==> src/rtl/baccarat_pkg.sv <==
// baccarat_pkg: shared card rank type, rank limits and baccarat card value helper.
package baccarat_pkg;
   localparam logic [3:0] RANK_MIN   = 4'd1;
   localparam logic [3:0] RANK_MAX   = 4'd13;
   localparam logic [3:0] RANK_EMPTY = 4'd0;
   typedef logic [3:0] rank_t;
   function automatic logic [3:0] card_value(input rank_t rank);
      return (rank >= RANK_MIN && rank <= 4'd9) ? rank : 4'd0;
   endfunction
endpackage

==> src/rtl/baccarat_hand_datapath_hand_score.sv <==
// hand_score: combinational mod-10 baccarat score of a three-card hand.
module hand_score
   import baccarat_pkg::*;
(
   input  rank_t      c1_i,
   input  rank_t      c2_i,
   input  rank_t      c3_i,
   output logic [3:0] score_o
);
   logic [4:0] sum, s1;
   assign sum = 5'(card_value(c1_i)) + 5'(card_value(c2_i)) + 5'(card_value(c3_i));
   assign s1 = (sum >= 5'd10) ? sum - 5'd10 : sum;
   assign score_o = (s1 >= 5'd10) ? 4'(s1 - 5'd10) : s1[3:0];
endmodule

==> src/rtl/baccarat_hand_datapath.sv <==
// baccarat_hand_datapath: deal counter, hand slots, strobe arbitration and round tallies.
module baccarat_hand_datapath
   import baccarat_pkg::*;
#(
   parameter int TALLY_W = 8
) (
   input  logic               slow_clock,
   input  logic               resetb,
   input  logic               load_pcard1,
   input  logic               load_pcard2,
   input  logic               load_pcard3,
   input  logic               load_dcard1,
   input  logic               load_dcard2,
   input  logic               load_dcard3,
   input  logic               endround,
   input  logic               player_win_light,
   input  logic               dealer_win_light,
   output logic [3:0]         pcard1,
   output logic [3:0]         pcard2,
   output logic [3:0]         pcard3,
   output logic [3:0]         dcard1,
   output logic [3:0]         dcard2,
   output logic [3:0]         dcard3,
   output logic [3:0]         pscore,
   output logic [3:0]         dscore,
   output logic [3:0]         pcard3_val,
   output logic [TALLY_W-1:0] player_wins,
   output logic [TALLY_W-1:0] dealer_wins,
   output logic [TALLY_W-1:0] ties,
   output logic [TALLY_W-1:0] rounds,
   output logic               protocol_error
);
   function automatic logic [TALLY_W-1:0] sat_inc(input logic [TALLY_W-1:0] x, input logic en);
      return (en && !(&x)) ? x + TALLY_W'(1) : x;
   endfunction
   rank_t deal_q, deal_d;
   rank_t slot_q [6];
   rank_t slot_d [6];
   logic [5:0] ld, sel;
   logic multi, err_q, err_d, end_q, rise;
   logic [TALLY_W-1:0] pw_q, pw_d, dw_q, dw_d, tie_q, tie_d, rnd_q, rnd_d;
   assign ld = {load_dcard3, load_dcard2, load_dcard1, load_pcard3, load_pcard2, load_pcard1};
   // lowest index has priority: isolate the lowest set bit
   assign sel = ld & (~ld + 6'd1);
   assign multi = |(ld & (ld - 6'd1));
   assign rise = endround & ~end_q;
   always_comb begin
      deal_d = (deal_q == RANK_MAX) ? RANK_MIN : deal_q + 4'd1;
      for (int i = 0; i < 6; i++)
         slot_d[i] = sel[i] ? deal_q : (sel[0] ? RANK_EMPTY : slot_q[i]);
      err_d = err_q | multi;
      pw_d  = sat_inc(pw_q, rise & player_win_light & ~dealer_win_light);
      dw_d  = sat_inc(dw_q, rise & dealer_win_light & ~player_win_light);
      tie_d = sat_inc(tie_q, rise & player_win_light & dealer_win_light);
      rnd_d = sat_inc(rnd_q, rise);
   end
   always_ff @(posedge slow_clock) begin
      if (!resetb) begin
         deal_q <= RANK_MIN;
         slot_q <= '{default: RANK_EMPTY};
         err_q  <= 1'b0;
         end_q  <= 1'b0;
         pw_q   <= '0;
         dw_q   <= '0;
         tie_q  <= '0;
         rnd_q  <= '0;
      end else begin
         deal_q <= deal_d;
         slot_q <= slot_d;
         err_q  <= err_d;
         end_q  <= endround;
         pw_q   <= pw_d;
         dw_q   <= dw_d;
         tie_q  <= tie_d;
         rnd_q  <= rnd_d;
      end
   end
   hand_score u_player (.c1_i(slot_q[0]), .c2_i(slot_q[1]), .c3_i(slot_q[2]), .score_o(pscore));
   hand_score u_dealer (.c1_i(slot_q[3]), .c2_i(slot_q[4]), .c3_i(slot_q[5]), .score_o(dscore));
   assign pcard1 = slot_q[0];
   assign pcard2 = slot_q[1];
   assign pcard3 = slot_q[2];
   assign dcard1 = slot_q[3];
   assign dcard2 = slot_q[4];
   assign dcard3 = slot_q[5];
   assign pcard3_val = card_value(slot_q[2]);
   assign player_wins = pw_q;
   assign dealer_wins = dw_q;
   assign ties = tie_q;
   assign rounds = rnd_q;
   assign protocol_error = err_q;
endmodule

==> config.mk <==
export PLATFORM = sky130hd
export DESIGN_NAME = baccarat_hand_datapath
export DESIGN_NICKNAME = d
export VERILOG_FILES = /design/src/rtl/baccarat_pkg.sv /design/src/rtl/baccarat_hand_datapath_hand_score.sv /design/src/rtl/baccarat_hand_datapath.sv
export SDC_FILE = /design/constraint.sdc
export NUM_CORES = 1
export LEC_CHECK = 0
export ABC_AREA = 1
export BUFFER_PORTS_ARGS = -buffer_cell sky130_fd_sc_hd__buf_2
export CORE_MARGIN = 3
export CORE_UTILIZATION = 51
export DETAILED_ROUTE_END_ITERATION = 12
export PLACE_DENSITY = 0.8
export SLEW_MARGIN = 20
export SYNTH_ARGS = -nofsm -noshare
export SYNTH_HDL_FRONTEND = slang
export SYNTH_HIERARCHICAL = 1
export SYNTH_SLANG_ARGS = --single-unit
==> constraint.sdc <==
create_clock -name slow_clock -period 3.45 [get_ports slow_clock]
set_input_delay 0.1725 -clock slow_clock [delete_from_list [all_inputs] [get_ports slow_clock]]
set_output_delay 0.1725 -clock slow_clock [all_outputs]
set_load 0.1 [all_outputs]
; ---- Word level (Yosys, flattened, before mapping)
; Cells that the tools add are included.
[op_classes]
addsub = 15
n_lt_le_gt_ge = 16
eq_ne = 1
n_mux = 16
n_bitwise = 14
n_reduce_logical = 25
[ops]
columns = op, n
row1 = 2-to-1 mux 4 bit, 14
row2 = "adder 8 x 1 -> 8 bit, second input constant", 4
row3 = AND reduction 8 bit, 4
row4 = "greater-or-equal comparator 4 x 1 -> 1 bit, second input constant", 6
row5 = "less-or-equal comparator 4 bit, second input constant", 6
row6 = "greater-or-equal comparator 5 x 4 -> 1 bit, second input constant", 4
row7 = bitwise AND 6 bit, 2
row8 = adder 4 x 4 -> 5 bit, 2
row9 = adder 5 x 4 -> 5 bit, 2
row10 = logical AND 1 bit, 10
row11 = 2-to-1 mux 5 bit, 2
row12 = nonzero test 2 bit, 5
row13 = "subtractor 5 x 4 -> 5 bit, second input constant", 2
row14 = "subtractor 4 bit, second input constant", 2
row15 = "adder 6 x 1 -> 6 bit, second input constant", 1
row16 = bitwise AND 1 bit, 6
row17 = inverter 6 bit, 1
row18 = OR reduction 6 bit, 1
row19 = "subtractor 6 x 1 -> 6 bit, second input constant", 1
row20 = "adder 4 x 1 -> 4 bit, second input constant", 1
row21 = "equality test 4 bit, second input constant", 1
row22 = zero test 1 bit, 4
row23 = inverter 1 bit, 4
row24 = OR reduction 2 bit, 1
row25 = bitwise OR 1 bit, 1
[word_totals]
reg_bits = 62
input_bits = 11
out_inout_bits = 69

; ---- Depth between registers and ports, before layout
[depth]
word_depth = 9
ltp_mapped = 22

; ---- Modules after synthesis
; Netlist, hierarchy kept.
[by_module_without_submodules]
columns = module, n_inst, cells_per_inst, area_per_inst_um2, seq_area_each_um2
row1 = baccarat_hand_datapath, 1, 438, 3057.9, 1241.2
row2 = hand_score, 2, 96, 620.6, 0.0

; ---- Worst setup path before layout
; No wires, ideal clock.
[synth_path]
kind = reg2out
startpoint = reg slot_q (netlist bit pcard3[3])
endpoint = out pscore[1]
arrival_time_ns = 4.725
t_required_ns = 3.277
path_slack_ns = -1.448
path_stages_with_launch = 22
cell_sequence = dfxtp_1 -> inv_1 -> nor3_1 -> a21oi_1 -> nor2_1 -> fa_1 -> ha_1 -> fa_1 -> inv_1 -> ha_1 -> inv_1 -> o21ai_1 -> nand2_2 -> nand3_2 -> nand2_2 -> nand2_2 -> inv_1 -> ha_1 -> inv_1 -> a21oi_4 -> nand3_1 -> nand2_1
[synth_via]
elab_chain_cells = 8
word_cells_on_any_way = 11
cone_classes = add/sub (3) / order compare (4) / mux (3) / reduce/logical (1)
[synth_lines]
columns = item, line_no
row1 = start: declaration, baccarat_hand_datapath.sv:37  ; rank_t slot_q [6];
row2 = start signal: assignment, baccarat_hand_datapath.sv:69  ; slot_q <= slot_d;
row3 = greater-or-equal comparator 4 x 1 -> 1 bit / less-or-equal comparator 4 bit (equally long branches), baccarat_pkg.sv:8  ; return (rank >= RANK_MIN && rank <= 4'd9) ? rank : 4'd0;
row4 = logical AND 1 bit, baccarat_pkg.sv:8
row5 = 2-to-1 mux 4 bit (*), baccarat_pkg.sv:8
row6 = adder 5 x 4 -> 5 bit (*), baccarat_hand_datapath_hand_score.sv:11  ; assign sum = 5'(card_value(c1_i)) + 5'(card_value(c2_i)) + 5'(card_value(c3_i));
row7 = subtractor 5 x 4 -> 5 bit / greater-or-equal comparator 5 x 4 -> 1 bit (equally long branches), baccarat_hand_datapath_hand_score.sv:12  ; assign s1 = (sum >= 5'd10) ? sum - 5'd10 : sum;
row8 = 2-to-1 mux 5 bit (*), baccarat_hand_datapath_hand_score.sv:12
row9 = subtractor 4 bit / greater-or-equal comparator 5 x 4 -> 1 bit (equally long branches), baccarat_hand_datapath_hand_score.sv:13  ; assign score_o = (s1 >= 5'd10) ? 4'(s1 - 5'd10) : s1[3:0];
row10 = 2-to-1 mux 4 bit (*), baccarat_hand_datapath_hand_score.sv:13
row11 = end: declaration, baccarat_hand_datapath.sv:24  ; output logic [3:0] pscore,
; Every way passes the cells marked *; elsewhere a longest branch is shown, timed or not.

; ---- Worst setup path in the final report
[layout_path]
startpoint = reg slot_q (netlist bit dcard2[1])
endpoint = out dscore[1]
[layout_via]
elab_chain_cells = 9
word_cells_on_any_way = 12
cone_classes = add/sub (4) / order compare (4) / mux (3) / reduce/logical (1)
[layout_lines]
columns = item, line_no
row1 = greater-or-equal comparator 4 x 1 -> 1 bit / less-or-equal comparator 4 bit (equally long branches), baccarat_pkg.sv:8
row2 = logical AND 1 bit, baccarat_pkg.sv:8
row3 = 2-to-1 mux 4 bit (*), baccarat_pkg.sv:8
row4 = adder 4 x 4 -> 5 bit (*), baccarat_hand_datapath_hand_score.sv:11
row5 = adder 5 x 4 -> 5 bit (*), baccarat_hand_datapath_hand_score.sv:11
row6 = subtractor 5 x 4 -> 5 bit / greater-or-equal comparator 5 x 4 -> 1 bit (equally long branches), baccarat_hand_datapath_hand_score.sv:12
row7 = 2-to-1 mux 5 bit (*), baccarat_hand_datapath_hand_score.sv:12
row8 = subtractor 4 bit / greater-or-equal comparator 5 x 4 -> 1 bit (equally long branches), baccarat_hand_datapath_hand_score.sv:13
row9 = 2-to-1 mux 4 bit (*), baccarat_hand_datapath_hand_score.sv:13
row10 = end: declaration, baccarat_hand_datapath.sv:25  ; output logic [3:0] dscore,
; Marked as above.

==> flow_summary.yaml <==
outcome:
  status: "finished with violations"
  violations: "setup timing"
route:
  wl_per_cell_um: 13.4
  route.detailed.drc: 0
  via_per_inst: 5.17
  drt_first_iter_violations: 241
  postRouteAntennaNets: 0
  num_vias: 4636
  wl_um: 12000
  first_pass_iters: 8
placement:
  gp_congestion: 0.867
  dpl.hpwl_um: 8630
  port_buffers: 79
timing:
  fin_crit_sh_pct: 120
  tns_ns: -4.11
  worst_slew_pin_slew_ns: 0.577
  finalWorstSetupSlack_ns: -0.703
  post-route-min-period_ns: 4.15
  setup_violations: 6
  slew-limit-headroom_pct: 61.2
  clock.fmax_mhz: 241
  clock-skew-final_ns: 0.00744
  rsz0062_at_grt: "yes"
  finalMaxSlewViolations: 0
  final_hold_viol_count: 0
min_path:
  hp-class: "input port to register"
floorplan:
  start_util_pct: 54.0
  die_y_um: 97.8
  coreArea_um2: 7970
  fp.dieW_um: 97.8
  die_area_um2: 9570
  pin_count: 80
  num_rows: 32
synthesis:
  synth_warnings: 6
  synthCells: 630
  synthTopCellsByArea: "dfxtp_1 (29%), nand2_1 (12%), inv_1 (7.6%), nor2_1 (7.2%), nand3_1 (6.6%)"
  ys_types: 30
  yosys.area.top_type_share_pct: 28.9
  yosys.area.top_type: "dfxtp_1"
  yosysSeqAreaShare_pct: 28.9
  synthesis.area_um2: 4300
  syn_nets: 669
  synth_area_per_cell_um2: 6.82
  synth_seq_cells: 62
setup_path:
  path_delay_family: "adder cells"
  crit_path_max_fanout: 4
  crit_arrival_ns: 3.98
  critPathMaxStageDelay_ns: 0.54
  crit_path_end_kind: "output port"
  start_kind: "register"
  crit_chain: "inv_4 -> nand3_4 -> a21oi_4 -> nor2_4 -> fa_1 -> ha_2 -> fa_1 -> inv_2 -> ha_4 -> inv_2 -> o21ai_2 -> nand2_2 -> nand3_2 -> nand2_2 -> nand2_2 -> inv_2 -> ha_4 -> inv_4 -> a21oi_4 -> nand2_4 -> nand2_4 -> nand2_8 -> buf_12"
  crit_type: "register to output port"
  critPathBufInv: 6
  crit_path_top_delay_cell: "fa_1"
  crit_required_ns: 3.28
power:
  p_total_w: 0.00187
  powerDensity_nw_per_um2: 298
  ir_drop_uv: 281
  p_leak_nw: 2.95
grt:
  antenna_found_initial: 0
  grt_start_max_net_pins: 40
  grt_overflow: 0
  grt_pass1_vias: 4533
  track_usage_pct: 25.0
  grt_first_pass_wirelength_um: 20200
clocking:
  cts-htree-levels: 3
  root_buffer: "clkbuf_8"
  cts_tree: "built"
  clock_sinks: 62
  cts_buffers: 9
  clock_latency_ns: 0.34
  clk_path_buf_depth: 2
  clk_pin_slew_ns: 0.07
finish:
  drive_above_1_share_pct: 45.0
  finalNetCount: 828
  antenna_cells: 0
  syn2layout_area_growth_pct: 45.9
flow_run:
  maxCapViolCount: 0
[placed cells by master (no fill, tap or decap), types with 3 or more instances in the layout]
| cell type | netlist | routed |
|---|---|---|
| a21oi_1 | 44 | 38 |
| a21oi_2 | 4 | 6 |
| a21oi_4 | 2 | 6 |
| buf_12 | 0 | 6 |
| buf_2 | 5 | 73 |
| buf_4 | 1 | 78 |
| clkbuf_8 | 0 | 10 |
| clkinv_2 | 1 | 3 |
| dfxtp_1 | 62 | 38 |
| dfxtp_4 | 0 | 24 |
| fa_1 | 10 | 8 |
| ha_1 | 18 | 10 |
| ha_4 | 0 | 7 |
| inv_1 | 87 | 57 |
| inv_2 | 5 | 26 |
| inv_4 | 0 | 10 |
| nand2_1 | 135 | 123 |
| nand2_2 | 27 | 24 |
| nand2_4 | 4 | 13 |
| nand2_8 | 0 | 6 |
| nand3_1 | 57 | 46 |
| nand3_2 | 15 | 22 |
| nand3_4 | 0 | 4 |
| nand4_1 | 11 | 11 |
| nor2_1 | 83 | 77 |
| nor2_2 | 8 | 13 |
| nor2_4 | 9 | 10 |
| nor3_1 | 11 | 5 |
| nor3_4 | 0 | 6 |
| o21ai_0 | 7 | 7 |
| o21bai_1 | 3 | 3 |
| xor2_1 | 8 | 8 |
[routing by layer]
| metal | global-route usage (%) | up-vias | share of wire [%] |
|---|---|---|---|
| met5 | 0 | - | 0 |
| met4 | 8.41 | 0 | 2.3 |
| met3 | 4.93 | 29 | 3.5 |
| met2 | 45.4 | 118 | 52 |
| met1 | 29.3 | 2166 | 42 |
| li1 | - | 2323 | - |
[synth_stat cells]
cell type    n
buf_4        1
inv_2        5
nand4_1     11
fa_1        10
a21oi_1     44
xor2_1       8
dfxtp_1     62
nor2_2       8
inv_1       87
nand3_1     57
nor3_1      11
nor2_4       9
a21oi_4      2
xnor2_1      2
nand2_4      4
o21ai_0      7
ha_1        18
o21bai_1     3
a21oi_2      4
nand2_2     27
nand3_2     15
a21o_1       1
clkbuf_1     4
buf_2        5
o21ai_1      3
nand3b_1     2
nor2_1      83
nand2_1    135
clkinv_2     1
nand4_4      1
[registers in the layout (all words and copies together), names as in the netlist]
name	flops
dcard1	4
dcard2	4
dcard3	4
deal_q	4
dealer_wins	8
end_q	1
pcard1	4
pcard2	4
pcard3	4
player_wins	8
protocol_error	1
rounds	8
ties	8
[final cells by class]
cell class,count,area (um2)
Multi-Input combinational cell,465,3150
Sequential cell,62,1330
Tap cell,102,128
Timing Repair Buffer,158,1080
Inverter,93,373
Clock buffer,12,188
Clock inverter,4,23.8
Fill cell,561,1700
[worst paths after layout]
check                                from         to  slack, ns  cells after the start
worst max-delay path            dcard2[1]  dscore[1]      -0.70                     23
worst min-delay path             endround      end_q       0.06                      3
worst max register to register  rounds[0]  rounds[2]       2.01                      9
worst min register to register    ties[7]    ties[7]       0.52                      2
[power by group]
part,internal (W),leakage (nW),switching (W)
Combinational,0.000151,2.32,0.000309
Sequential,0.000718,0.521,0.0000273
Clock,0.000366,0.109,0.000294
Total,0.00123,2.95,0.000631
[tightest hold or removal path, stage by stage]
cell     delay, ns
buf_2         0.11
nand2_1       0.05
inv_1         0.04
[what timing repair did]
item | 4_1_cts | 5_1_grt
resized for setup | 35 | 17
hold buffers | 0 | 0
pin swaps | 31 | 26
buffers inserted | 10 | 6
setup endpoints to repair | 6 | 6
[cells by family (layout without fill, tap and decap cells)]
kind of cell,after synthesis,after routing,synth area share [%]
AO/OA/AOI/OAI,64,64,8.56
XOR/XNOR,10,10,2.04
buffers and inverters,103,267,9.25
adder cells (fa/ha/maj),28,28,9.90
AND/OR/NAND/NOR,363,363,41.4
flip-flops,62,62,28.9
[through the flow]
stage	cells	util (%)	instance area (um2)	hold slack, ns	worst slack (ns)
floorplan	630	-	4740	0.266	-0.376
global placement	864	72.5	5780	0.395	-0.221
detailed placement	864	72.5	5780	0.404	-0.367
CTS	890	77.3	6160	0.0516	-0.653
global route	896	78.7	6270	0.0610	-0.874
finish	896	78.7	6270	0.0565	-0.703
Power figures use the tool's default switching activity.
